--- src/rtl/isa_pkg.sv ---
// isa_pkg: shared opcode/class/decode types, field positions and the instruction decoder
package isa_pkg;
  typedef logic [4:0] reg_idx_t;
  typedef enum logic [6:0] {
    OP_LOAD    = 7'h03,
    OP_VLD     = 7'h07,
    OP_TEX     = 7'h0B,
    OP_STORE   = 7'h23,
    OP_VST     = 7'h27,
    OP_ATOM_SC = 7'h2F,
    OP_INT     = 7'h33,
    OP_VEC_ALU = 7'h57,
    OP_ATOM_V  = 7'h5B,
    OP_BRANCH  = 7'h63,
    OP_SYSTEM  = 7'h73
  } opcode_t;
  typedef enum logic [1:0] {RC_SCALAR = 2'd0, RC_FP = 2'd1, RC_VEC = 2'd2} reg_class_e;
  typedef struct packed {
    logic       is_valid;
    opcode_t    opcode;
    logic [2:0] f3;
    logic [6:0] f7;
    reg_idx_t   rd;
    reg_idx_t   rs1;
    reg_idx_t   rs2;
    reg_class_e rd_class;
    reg_class_e rs1_class;
    reg_class_e rs2_class;
    logic       uses_rd;
    logic       uses_rs1;
    logic       uses_rs2;
    logic [31:0] imm;
  } decode_ctrl_t;
  localparam int RD_LSB  = 7;
  localparam int F3_LSB  = 12;
  localparam int RS1_LSB = 15;
  localparam int RS2_LSB = 20;
  localparam int F7_LSB  = 25;
  // Unknown opcodes come back with is_valid=0 and no register uses, so they never touch the scoreboard.
  function automatic decode_ctrl_t decode_inst(input logic [31:0] inst);
    decode_ctrl_t d;
    logic [31:0] imm_i, imm_s, imm_b;
    imm_i = {{20{inst[31]}}, inst[31:20]};
    imm_s = {{20{inst[31]}}, inst[31:25], inst[11:7]};
    imm_b = {{19{inst[31]}}, inst[31], inst[7], inst[30:25], inst[11:8], 1'b0};
    d = '0;
    d.opcode   = opcode_t'(inst[6:0]);
    d.rd       = inst[RD_LSB +: 5];
    d.f3       = inst[F3_LSB +: 3];
    d.rs1      = inst[RS1_LSB +: 5];
    d.rs2      = inst[RS2_LSB +: 5];
    d.f7       = inst[F7_LSB +: 7];
    d.is_valid = 1'b1;
    d.uses_rd  = 1'b1;
    d.uses_rs1 = 1'b1;
    d.uses_rs2 = 1'b1;
    d.imm      = imm_i;
    case (inst[6:0])
      OP_INT: if (d.f7[6]) {d.rd_class, d.rs1_class, d.rs2_class} = {RC_FP, RC_FP, RC_FP};
      OP_LOAD, OP_SYSTEM: d.uses_rs2 = 1'b0;
      OP_STORE: begin d.uses_rd = 1'b0; d.imm = imm_s; end
      OP_BRANCH: begin d.uses_rd = 1'b0; d.imm = imm_b; end
      OP_VEC_ALU: begin {d.rd_class, d.rs1_class, d.rs2_class} = {RC_VEC, RC_VEC, RC_VEC}; d.imm = '0; end
      OP_VLD: begin d.rd_class = RC_VEC; d.uses_rs2 = 1'b0; end
      OP_VST: begin d.uses_rd = 1'b0; d.rs2_class = RC_VEC; d.imm = imm_s; end
      OP_TEX: begin d.rd_class = RC_VEC; d.rs1_class = RC_VEC; d.uses_rs2 = 1'b0; end
      OP_ATOM_SC: d.is_valid = 1'b1;
      OP_ATOM_V: begin d.rd_class = RC_VEC; d.rs2_class = RC_VEC; end
      default: begin d.is_valid = 1'b0; d.uses_rd = 1'b0; d.uses_rs1 = 1'b0; d.uses_rs2 = 1'b0; end
    endcase
    return d;
  endfunction
endpackage

--- src/rtl/issue_scoreboard.sv ---
// issue_scoreboard: per-class busy bits for in-flight destinations with a combinational hazard query
module issue_scoreboard import isa_pkg::*; #(
  parameter int NUM_REGS = 32
) (
  input  logic             clk,
  input  logic             rst_n,
  input  logic             set_en,
  input  reg_class_e       set_class,
  input  reg_idx_t         set_rd,
  input  logic             clr_en,
  input  logic [1:0]       clr_class,
  input  reg_idx_t         clr_rd,
  input  logic [2:0]       q_en,
  input  logic [2:0][1:0]  q_class,
  input  logic [2:0][4:0]  q_idx,
  output logic             hazard
);
  logic [3:0][31:0] busy, busy_nxt;
  // Clear first, then set, so a same-cycle set of the same bit wins; scalar x0 is never marked busy.
  always_comb begin
    busy_nxt = busy;
    if (clr_en) busy_nxt[clr_class][clr_rd] = 1'b0;
    if (set_en && !(set_class == RC_SCALAR && set_rd == '0) && int'(set_rd) < NUM_REGS)
      busy_nxt[set_class][set_rd] = 1'b1;
  end
  // Busy state register.
  always_ff @(posedge clk or negedge rst_n)
    if (!rst_n) busy <= '0;
    else busy <= busy_nxt;
  // Hazard if any used operand (sources or destination) is still in flight.
  always_comb begin
    hazard = 1'b0;
    for (int i = 0; i < 3; i++) hazard = hazard | (q_en[i] & busy[q_class[i]][q_idx[i]]);
  end
endmodule

--- src/rtl/decode_issue_buffer.sv ---
// decode_issue_buffer: fetch FIFO, head decode and in-order hazard-checked issue.
// Optional: DECODE_ILLEGAL_TRAP_EN holds an illegal head and reports it instead of dropping it.
module decode_issue_buffer import isa_pkg::*; #(
  parameter int DEPTH    = 4,
  parameter int PC_W     = 32,
  parameter int NUM_REGS = 32
) (
  input  logic                     clk,
  input  logic                     rst_n,
  input  logic                     fetch_valid_i,
  output logic                     fetch_ready_o,
  input  logic [31:0]              fetch_inst_i,
  input  logic [PC_W-1:0]          fetch_pc_i,
  input  logic                     flush_i,
  output logic                     issue_valid_o,
  input  logic                     issue_ready_i,
  output decode_ctrl_t             issue_ctrl_o,
  output logic [PC_W-1:0]          issue_pc_o,
  input  logic                     wb_valid_i,
  input  logic [1:0]               wb_class_i,
  input  logic [4:0]               wb_rd_i,
  output logic [$clog2(DEPTH):0]   count_o,
  output logic                     illegal_o,
  output logic [PC_W-1:0]          illegal_pc_o
);
  localparam int AW = $clog2(DEPTH);
  logic [31:0]     inst_mem [DEPTH];
  logic [PC_W-1:0] pc_mem [DEPTH];
  logic [AW-1:0]   wr_ptr, rd_ptr;
  logic            empty, full, push, pop, fire, drop, hazard, head_illegal;
  decode_ctrl_t    head;
  assign empty         = count_o == '0;
  assign full          = count_o[AW];
  assign head          = decode_inst(inst_mem[rd_ptr]);
  assign head_illegal  = !empty && !head.is_valid;
  assign fetch_ready_o = !full;
  assign issue_ctrl_o  = head;
  assign issue_pc_o    = pc_mem[rd_ptr];
  assign issue_valid_o = !empty && !flush_i && head.is_valid && !hazard;
  assign fire          = issue_valid_o && issue_ready_i;
  assign push          = fetch_valid_i && !full && !flush_i;
  assign pop           = fire || drop;
  issue_scoreboard #(.NUM_REGS(NUM_REGS)) u_sb (
    .clk       (clk),
    .rst_n     (rst_n),
    .set_en    (fire && head.uses_rd),
    .set_class (head.rd_class),
    .set_rd    (head.rd),
    .clr_en    (wb_valid_i),
    .clr_class (wb_class_i),
    .clr_rd    (wb_rd_i),
    .q_en      ({head.uses_rs2, head.uses_rs1, head.uses_rd}),
    .q_class   ({head.rs2_class, head.rs1_class, head.rd_class}),
    .q_idx     ({head.rs2, head.rs1, head.rd}),
    .hazard    (hazard)
  );
  // FIFO storage; entries need no reset since occupancy gates every use.
  always_ff @(posedge clk)
    if (push) begin
      inst_mem[wr_ptr] <= fetch_inst_i;
      pc_mem[wr_ptr]   <= fetch_pc_i;
    end
  // Pointers and occupancy; flush empties the queue and overrides any push/pop.
  always_ff @(posedge clk or negedge rst_n)
    if (!rst_n) begin
      wr_ptr  <= '0;
      rd_ptr  <= '0;
      count_o <= '0;
    end else if (flush_i) begin
      wr_ptr  <= '0;
      rd_ptr  <= '0;
      count_o <= '0;
    end else begin
      if (push) wr_ptr <= wr_ptr + 1'b1;
      if (pop) rd_ptr <= rd_ptr + 1'b1;
      count_o <= count_o + {{AW{1'b0}}, push} - {{AW{1'b0}}, pop};
    end
`ifdef DECODE_ILLEGAL_TRAP_EN
  logic trap_seen, trap_now;
  assign drop     = 1'b0;
  assign trap_now = head_illegal && !trap_seen && !flush_i;
  // Report an illegal head once; the buffer stays stalled on it until a flush re-arms the trap.
  always_ff @(posedge clk or negedge rst_n)
    if (!rst_n) begin
      trap_seen    <= 1'b0;
      illegal_o    <= 1'b0;
      illegal_pc_o <= '0;
    end else begin
      trap_seen <= flush_i ? 1'b0 : (trap_seen | head_illegal);
      illegal_o <= trap_now;
      if (trap_now) illegal_pc_o <= pc_mem[rd_ptr];
    end
`else
  assign drop         = head_illegal && !flush_i;
  assign illegal_o    = 1'b0;
  assign illegal_pc_o = '0;
`endif
endmodule

--- config.mk ---
export PLATFORM = sky130hd
export DESIGN_NAME = decode_issue_buffer
export DESIGN_NICKNAME = d
export VERILOG_FILES = /design/src/rtl/isa_pkg.sv /design/src/rtl/issue_scoreboard.sv /design/src/rtl/decode_issue_buffer.sv
export SDC_FILE = /design/constraint.sdc
export NUM_CORES = 1
export LEC_CHECK = 0
export CAP_MARGIN = 10
export CORE_MARGIN = 2
export CORE_UTILIZATION = 44
export CTS_CLUSTER_DIAMETER = 200
export DETAILED_ROUTE_END_ITERATION = 10
export GPL_TIMING_DRIVEN = 0
export PLACE_DENSITY = 0.7
export SKIP_LAST_GASP = 1
export SLEW_MARGIN = 20
export SYNTH_ARGS = -nofsm -noshare
export SYNTH_HDL_FRONTEND = slang
export SYNTH_SLANG_ARGS = --single-unit
--- constraint.sdc ---
create_clock -name clk -period 7.2 [get_ports clk]
set_input_delay 0.72 -clock clk [delete_from_list [all_inputs] [get_ports clk]]
set_output_delay 0.72 -clock clk [all_outputs]
set_load 0.05 [all_outputs]
Yosys cells after proc, flatten, opt, wreduce, memory -nomap -nowiden:

Memories as Yosys holds them, arrays and structs flattened.
Cells that the tools add are included.
W data, S select, Z words.

* bits in writable memories: 256
* output and inout port bits: 144
* memories kept: 2
* flip-flop bits (word level): 135

Memories
* inst_mem: words 4, bits a word 32, rd ports 1, clocked after memory_dff 0, wr ports 1, line decode_issue_buffer.sv:27 `logic [31:0] inst_mem [DEPTH];`
* pc_mem: words 4, bits a word 32, rd ports 1, clocked after memory_dff 0, wr ports 1, line decode_issue_buffer.sv:28 `logic [PC_W-1:0] pc_mem [DEPTH];`

* $lt $le $gt $ge: 12
* reduce and logical (&&, ||, !) cells: 34
* eq/ne operators: 11
* add/sub/neg operators: 4
* mux-type cells: 37
* bitwise logic cells: 8

Operators by type and width (count)
* $mux W128: 2
* $bmux W32 S2: 3
* $mux W32: 5
* $and A128 B128 Y128: 1
* $demux W32 S2: 2
* $not A128 Y128: 1
* $or A128 B128 Y128: 1
* $pmux W32 S3: 1
* $eq A7 B6 Y1 const B: 4
* $eq A7 B7 Y1 const B: 4
* $lt A5 B6 Y1 const B: 4
* $bmux W1 S5: 3
* $logic_and A1 B1 Y1: 15
* $lt A2 B3 Y1 const B: 4
* $pmux W2 S2: 3
* $reduce_or A11 Y1: 1
* $demux W1 S5: 2
* $ge A5 B1 Y1 const B: 2
* $mux W1: 10
* $mux W2: 4
* $reduce_or A8 Y1: 1
* $eq A7 B2 Y1 const B: 1
* $eq A7 B3 Y1 const B: 1
* $eq A7 B4 Y1 const B: 1
* 18 further kinds: 30

Longest topological paths before layout:

An unclocked memory read counts as a cell.

* word-level depth: 17
* depth in mapped cells: 25

Cells and area by module:

A second synthesis with hierarchy kept.

* cell total of the unflattened synthesis: 1331
* area, all modules: 19042.0 sq um

By module, submodules not included
* decode_issue_buffer: area an instance 10645.2 sq um, seq. area each 7862.5 sq um, cells an instance 525, instances 1
* issue_scoreboard: area an instance 8396.8 sq um, seq. area each 3203.1 sq um, cells an instance 806, instances 1

Least setup slack after synthesis:

OpenSTA, ideal clock, no wires.

* path kind: register -> register
* start point: register rd_ptr[0]
* end point: register count_o[2]
* path slack: 1.132 ns
* buffers on the path: 3
* arrival: 5.937 ns
* stages on the path, launching flop included: 22
* clock period less this slack: 6.068 ns
* setup time: 0.131 ns
* cells stage by stage: dfrtp_1 > buf_4 > buf_4 > mux4_2 > clkbuf_1 > nor3b_1 > o21ai_0 > a31oi_1 > nand2_1 > a211o_1 > nor4_1 > nor4b_4 > a21oi_1 > inv_1 > ha_1 > inv_1 > ha_1 > inv_1 > fa_1 > xnor2_1 > xnor2_1 > nor2_1

RTL lines
* start, declared: line decode_issue_buffer.sv:29 `logic [AW-1:0] wr_ptr, rd_ptr;`
* start signal, assigned: line decode_issue_buffer.sv:75 `if (pop) rd_ptr <= rd_ptr + 1'b1;`
* end signal, assigned: line decode_issue_buffer.sv:76 `count_o <= count_o + {{AW{1'b0}}, push} - {{AW{1'b0}}, pop};`
* end, declared: line decode_issue_buffer.sv:22 `output logic [$clog2(DEPTH):0] count_o,`

Worst setup path after layout:

* start point: register rd_ptr[0]
* end point: output port issue_valid_o

* cells in the longest elaborated chain, start to end: 13
* elaborated cells on any way between the ends: 45
* those cells by class: 11 x eq/ne; 19 x mux; 5 x bitwise; 9 x reduce/logical; 1 x memory

Ends and longest elaborated chain
* $mem_v2 Z4 W32 (*)
* $eq A7 B7 Y1 (tied with other cells): line isa_pkg.sv:58 `case (inst[6:0])`
* $reduce_or A4 Y1 (no line) / $reduce_or A2 Y1 (equally long branches)
* $pmux W2 S2: line isa_pkg.sv:58
* $bmux W32 S2: line issue_scoreboard.sv:33 `for (int i = 0; i < 3; i++) hazard = hazard | (q_en[i] & busy[q_class[i]][q_idx[i]]);`
* $mux W32 (implied by the code): line issue_scoreboard.sv:33
* $bmux W1 S5: line issue_scoreboard.sv:33
* $mux W1 (implied by the code): line issue_scoreboard.sv:33
* $and A1 B1 Y1: line issue_scoreboard.sv:33
* $or A1 B1 Y1 (2 in a row): line issue_scoreboard.sv:33
* $logic_not A1 Y1: line decode_issue_buffer.sv:39 `assign issue_valid_o = !empty && !flush_i && head.is_valid && !hazard;`
* $logic_and A1 B1 Y1 (*): line decode_issue_buffer.sv:39
* end, declared: line decode_issue_buffer.sv:15 `output logic issue_valid_o,`

Every way passes the cells marked *; elsewhere a longest branch is shown, timed or not. The select of a mux whose other input is x is not followed.

==> qor.txt <==
Final worst clock skew -> 35.9 ps
Top delay family on crit path -> buffers and inverters
Capturing element type of the critical path -> output port
Worst Path Max Fanout -> 10
Horizontal die dimension -> 208 µm
Row Count -> 74
Most frequently used cell type in the post-synthesis netlist -> sky130_fd_sc_hd__edfxtp_1
Cell leakage power -> 8.15 nW
# hold bufs at CTS -> 0
Num ports -> 221
Vertical die dimension -> 208 µm
Slack of the worst reg-to-reg path -> 410 ps
Global-route wire length before repair -> 91.1 mm
Req. time, crit path -> 6480 ps
Setup tns final -> 0 ps
# nets final -> 1788
CP startpoint kind -> register
Maximum vdd drop -> 0.000293 V
Multiplexer share of the synthesized area -> 11.7%
Final routed DRC violation total -> 0
Cells after Synth -> 1436
Layout cells sized above 1 -> 15.4%
Cell type with the highest occurrence count on the critical path -> sky130_fd_sc_hd__buf_4
Number of global-route vias before repair -> 14220
Wire length per cell after detailed routing -> 27.0 µm
Overflow left after global routing -> 0
TritonRoute pass-1 iters -> 6
Root buf cell -> sky130_fd_sc_hd__clkbuf_16
Count of nets left with antenna violations after detail routing -> 0
R2r endpoint -> count_o[2]$_DFF_PN0_
Core Box Area -> 40900 µm²
Overall via count from detail_route -> 13901
Initial core utilization -> 44.6%
Final Hold Vio Count -> 0
Netlist area before placement -> 18200 µm²
Total clock sinks -> 381
Overall fraction of global-route tracks in use -> 28.3%
Largest area contributor in the netlist -> sky130_fd_sc_hd__edfxtp_1
Initial antenna violation count -> 4
Number of buffers on the longest clock path -> 3
Post-layout minimum cycle time -> 6860 ps
Count of input and output buffers -> 187
Fraction of the mapped netlist area in adder cells -> 0.521%
Main combinational cell family by area after synthesis -> compound AO/OA/AOI/OAI gates
Core utilization of the finished layout -> 54.9%
Total Die Area -> 43100 µm²
Post-synthesis sequential element count -> 381
Top-area cell type share of the netlist area -> 42.1%
Source-to-sink clock delay at the later pin of the worst-skew pair -> 590 ps
Hold slack -> 77.0 ps
Status -> finished clean
HPWL after DPL -> 43.3 mm
Critical-path cell list -> buf_4, buf_4, mux4_2, xor2_1, nand3_2, inv_2, buf_2, o211ai_1, o21ai_0, nor4_1, o2111ai_1, and4b_1, nor4b_4, dlymetal6s2s_1
Via density per instance -> 6.13
Syn_area_per_cell -> 12.7 µm²
Most numerous cell types in the synthesized netlist -> sky130_fd_sc_hd__edfxtp_1, sky130_fd_sc_hd__o21ai_0, sky130_fd_sc_hd__nand2_1
RSZ-0062 raised after global routing -> false
Post-synthesis cell type count -> 78
Crit path largest cell delay -> 660 ps
Max H-tree Level -> 2
Count of flip-flops with a built-in enable after synthesis -> 256
Length in cells of the worst reg-to-reg path -> 24
Buf/Inv on CP -> 5
Synthesized-area fraction occupied by ao, oa, aoi and oai cells -> 12.9%
Slew Limit Headroom -> 23.3%
Fraction of the mapped netlist area in simple logic gates -> 10.5%
Hold/Removal Path Class -> primary input to asynchronous set/reset pin
Total routed wirelength -> 61.3 mm
Most area-consuming cells after synthesis -> sky130_fd_sc_hd__edfxtp_1, sky130_fd_sc_hd__dfrtp_1, sky130_fd_sc_hd__mux4_2, sky130_fd_sc_hd__o21ai_0, sky130_fd_sc_hd__nand2_1
Number of DRC violations after detailed-routing iteration 0 -> 1354
CP max-delay cell -> sky130_fd_sc_hd__nor4b_4
Pre-CTS setup slack -> 179 ps
Clock tree from TritonCTS -> yes
Highest achievable clock rate -> 146 MHz
Share of synthesized registers carrying an async set or reset -> 32.8%
CP arrival -> 6140 ps
Synthesized-area fraction occupied by xor and xnor cells -> 0.240%
Post-route setup slack -> 344 ps
Clock input transition at the sequential cells of the worst setup and hold paths -> 60 ps
Worst Max-Slew Pin Slew -> 1150 ps
Final setup violation count -> 0
Maximum number of pins on one net before global-route repair -> 71
Final count of pins violating max slew -> 0
Portion of the clock cycle consumed by the worst path in the final layout -> 95.2%
Number of warnings printed during yosys synthesis -> 0
Share of synthesized area occupied by flip-flops and latches -> 59.3%
Final Wtd Congestion -> 1.05
Layout overhead on the synthesized area -> 23.2%
Top FF cell, synth -> sky130_fd_sc_hd__edfxtp_1
Number of clock buffers inserted by TritonCTS -> 41
Startpoint of the lowest-slack register-to-register path -> rd_ptr[0]$_DFFE_PN0P_
Power density normalized to cell area -> 378 nW/µm²
Count of maximum capacitance violations -> 0
Worst Setup Path Type -> register to output port
-- stage by stage --
step	cell area, µm²	instances	power, mW
6_report	22500	2268	8.49
5_1_grt	22500	2266	8.76
4_1_cts	22500	2266	8.49
3_5_place_dp	21000	2193	6.29
3_3_place_gp	20900	2187	6.26
2_1_floorplan	18400	1468	4.95
-- report_power, final --
part	internal (mW)	total [mW]	leakage, nW	switching (mW)
registers	2.44	2.47	4.06	0.0296
clock network	1.30	2.19	0.676	0.886
logic	1.22	3.83	3.41	2.61
total	4.96	8.49	8.15	3.53
-- worst max-delay path by stage --
stage / startpoint / to / cells past startpoint
2_1_floorplan: rd_ptr[0]$_DFFE_PN0P_ / count_o[2]$_DFF_PN0_ / 21
3_3_place_gp: rd_ptr[1]$_DFFE_PN0P_ / count_o[2]$_DFF_PN0_ / 21
3_5_place_dp: rd_ptr[1]$_DFFE_PN0P_ / count_o[2]$_DFF_PN0_ / 23
4_1_cts: rd_ptr[1]$_DFFE_PN0P_ / issue_valid_o / 15
5_1_grt: rd_ptr[0]$_DFFE_PN0P_ / count_o[2]$_DFF_PN0_ / 24
6_report: rd_ptr[0]$_DFFE_PN0P_ / issue_valid_o / 14
-- placed cells by master, fill, tap and decap left out, types with 9 or more instances in the layout --
cell,netlist,routed
sky130_fd_sc_hd__edfxtp_1,256,256
sky130_fd_sc_hd__clkdlybuf4s50_1,0,185
sky130_fd_sc_hd__o21ai_0,135,133
sky130_fd_sc_hd__nand2_1,131,131
sky130_fd_sc_hd__dfrtp_1,125,125
sky130_fd_sc_hd__o21ai_1,91,93
sky130_fd_sc_hd__mux4_2,73,73
sky130_fd_sc_hd__buf_4,56,57
sky130_fd_sc_hd__clkbuf_1,58,57
sky130_fd_sc_hd__nand3_1,50,49
sky130_fd_sc_hd__clkbuf_16,0,41
sky130_fd_sc_hd__nor2_1,40,37
sky130_fd_sc_hd__mux2i_1,36,36
sky130_fd_sc_hd__conb_1,1,33
sky130_fd_sc_hd__o21a_1,27,27
sky130_fd_sc_hd__buf_2,23,23
sky130_fd_sc_hd__a21oi_1,19,19
sky130_fd_sc_hd__and2_1,21,17
sky130_fd_sc_hd__a31oi_1,15,15
sky130_fd_sc_hd__and3_1,15,15
sky130_fd_sc_hd__nor3_1,15,15
sky130_fd_sc_hd__nand4_1,15,15
sky130_fd_sc_hd__inv_1,14,14
sky130_fd_sc_hd__o211ai_1,14,14
sky130_fd_sc_hd__mux2_2,12,12
sky130_fd_sc_hd__nor3b_1,12,12
sky130_fd_sc_hd__clkinv_1,2,10
sky130_fd_sc_hd__buf_1,11,10
sky130_fd_sc_hd__nor2b_1,10,10
sky130_fd_sc_hd__a311oi_1,9,9
-- state kept, by name, indices dropped and copies added, names as in the netlist --
| name | cells |
|---|---|
| count_o | 3 |
| wr_ptr | 2 |
| u_sb.busy | 118 |
| rd_ptr | 2 |
| pc_mem | 128 |
| inst_mem | 128 |
-- area by class of cell --
cell class / count / area (µm²)
Antenna cell: 2 / 5.00
Tap cell: 532 / 666
Fill cell: 3423 / 18400
Clock buffer: 46 / 1040
Multi-Input combinational cell: 916 / 6690
Sequential cell: 381 / 10800
Timing Repair Buffer: 193 / 1990
Buffer: 150 / 832
Clock inverter: 27 / 357
Inverter: 21 / 78.8
-- metal layers --
layer	vias to the layer above	wire length (µm)	track usage (%)
met1	6884	23100	35.3
met2	802	27900	44.1
met3	217	6770	9.44
met5	-	15	0
met4	2	3490	14.2
li1	5996	-	-
-- timing repair --
item                       4_1_cts  5_1_grt
pin swaps                        0        0
gates resized for setup          9        4
buffers inserted                 0        0
setup endpoints to repair        1        1
cloned                           0        0
-- cells by family after synthesis --
group,count (synthesis)
compound gates,385
flops,381
simple gates,365
buf+inv,171
mux,121
fa+ha+maj,7
xor+xnor,5
other cells,1
Power figures use the tool's default switching activity.
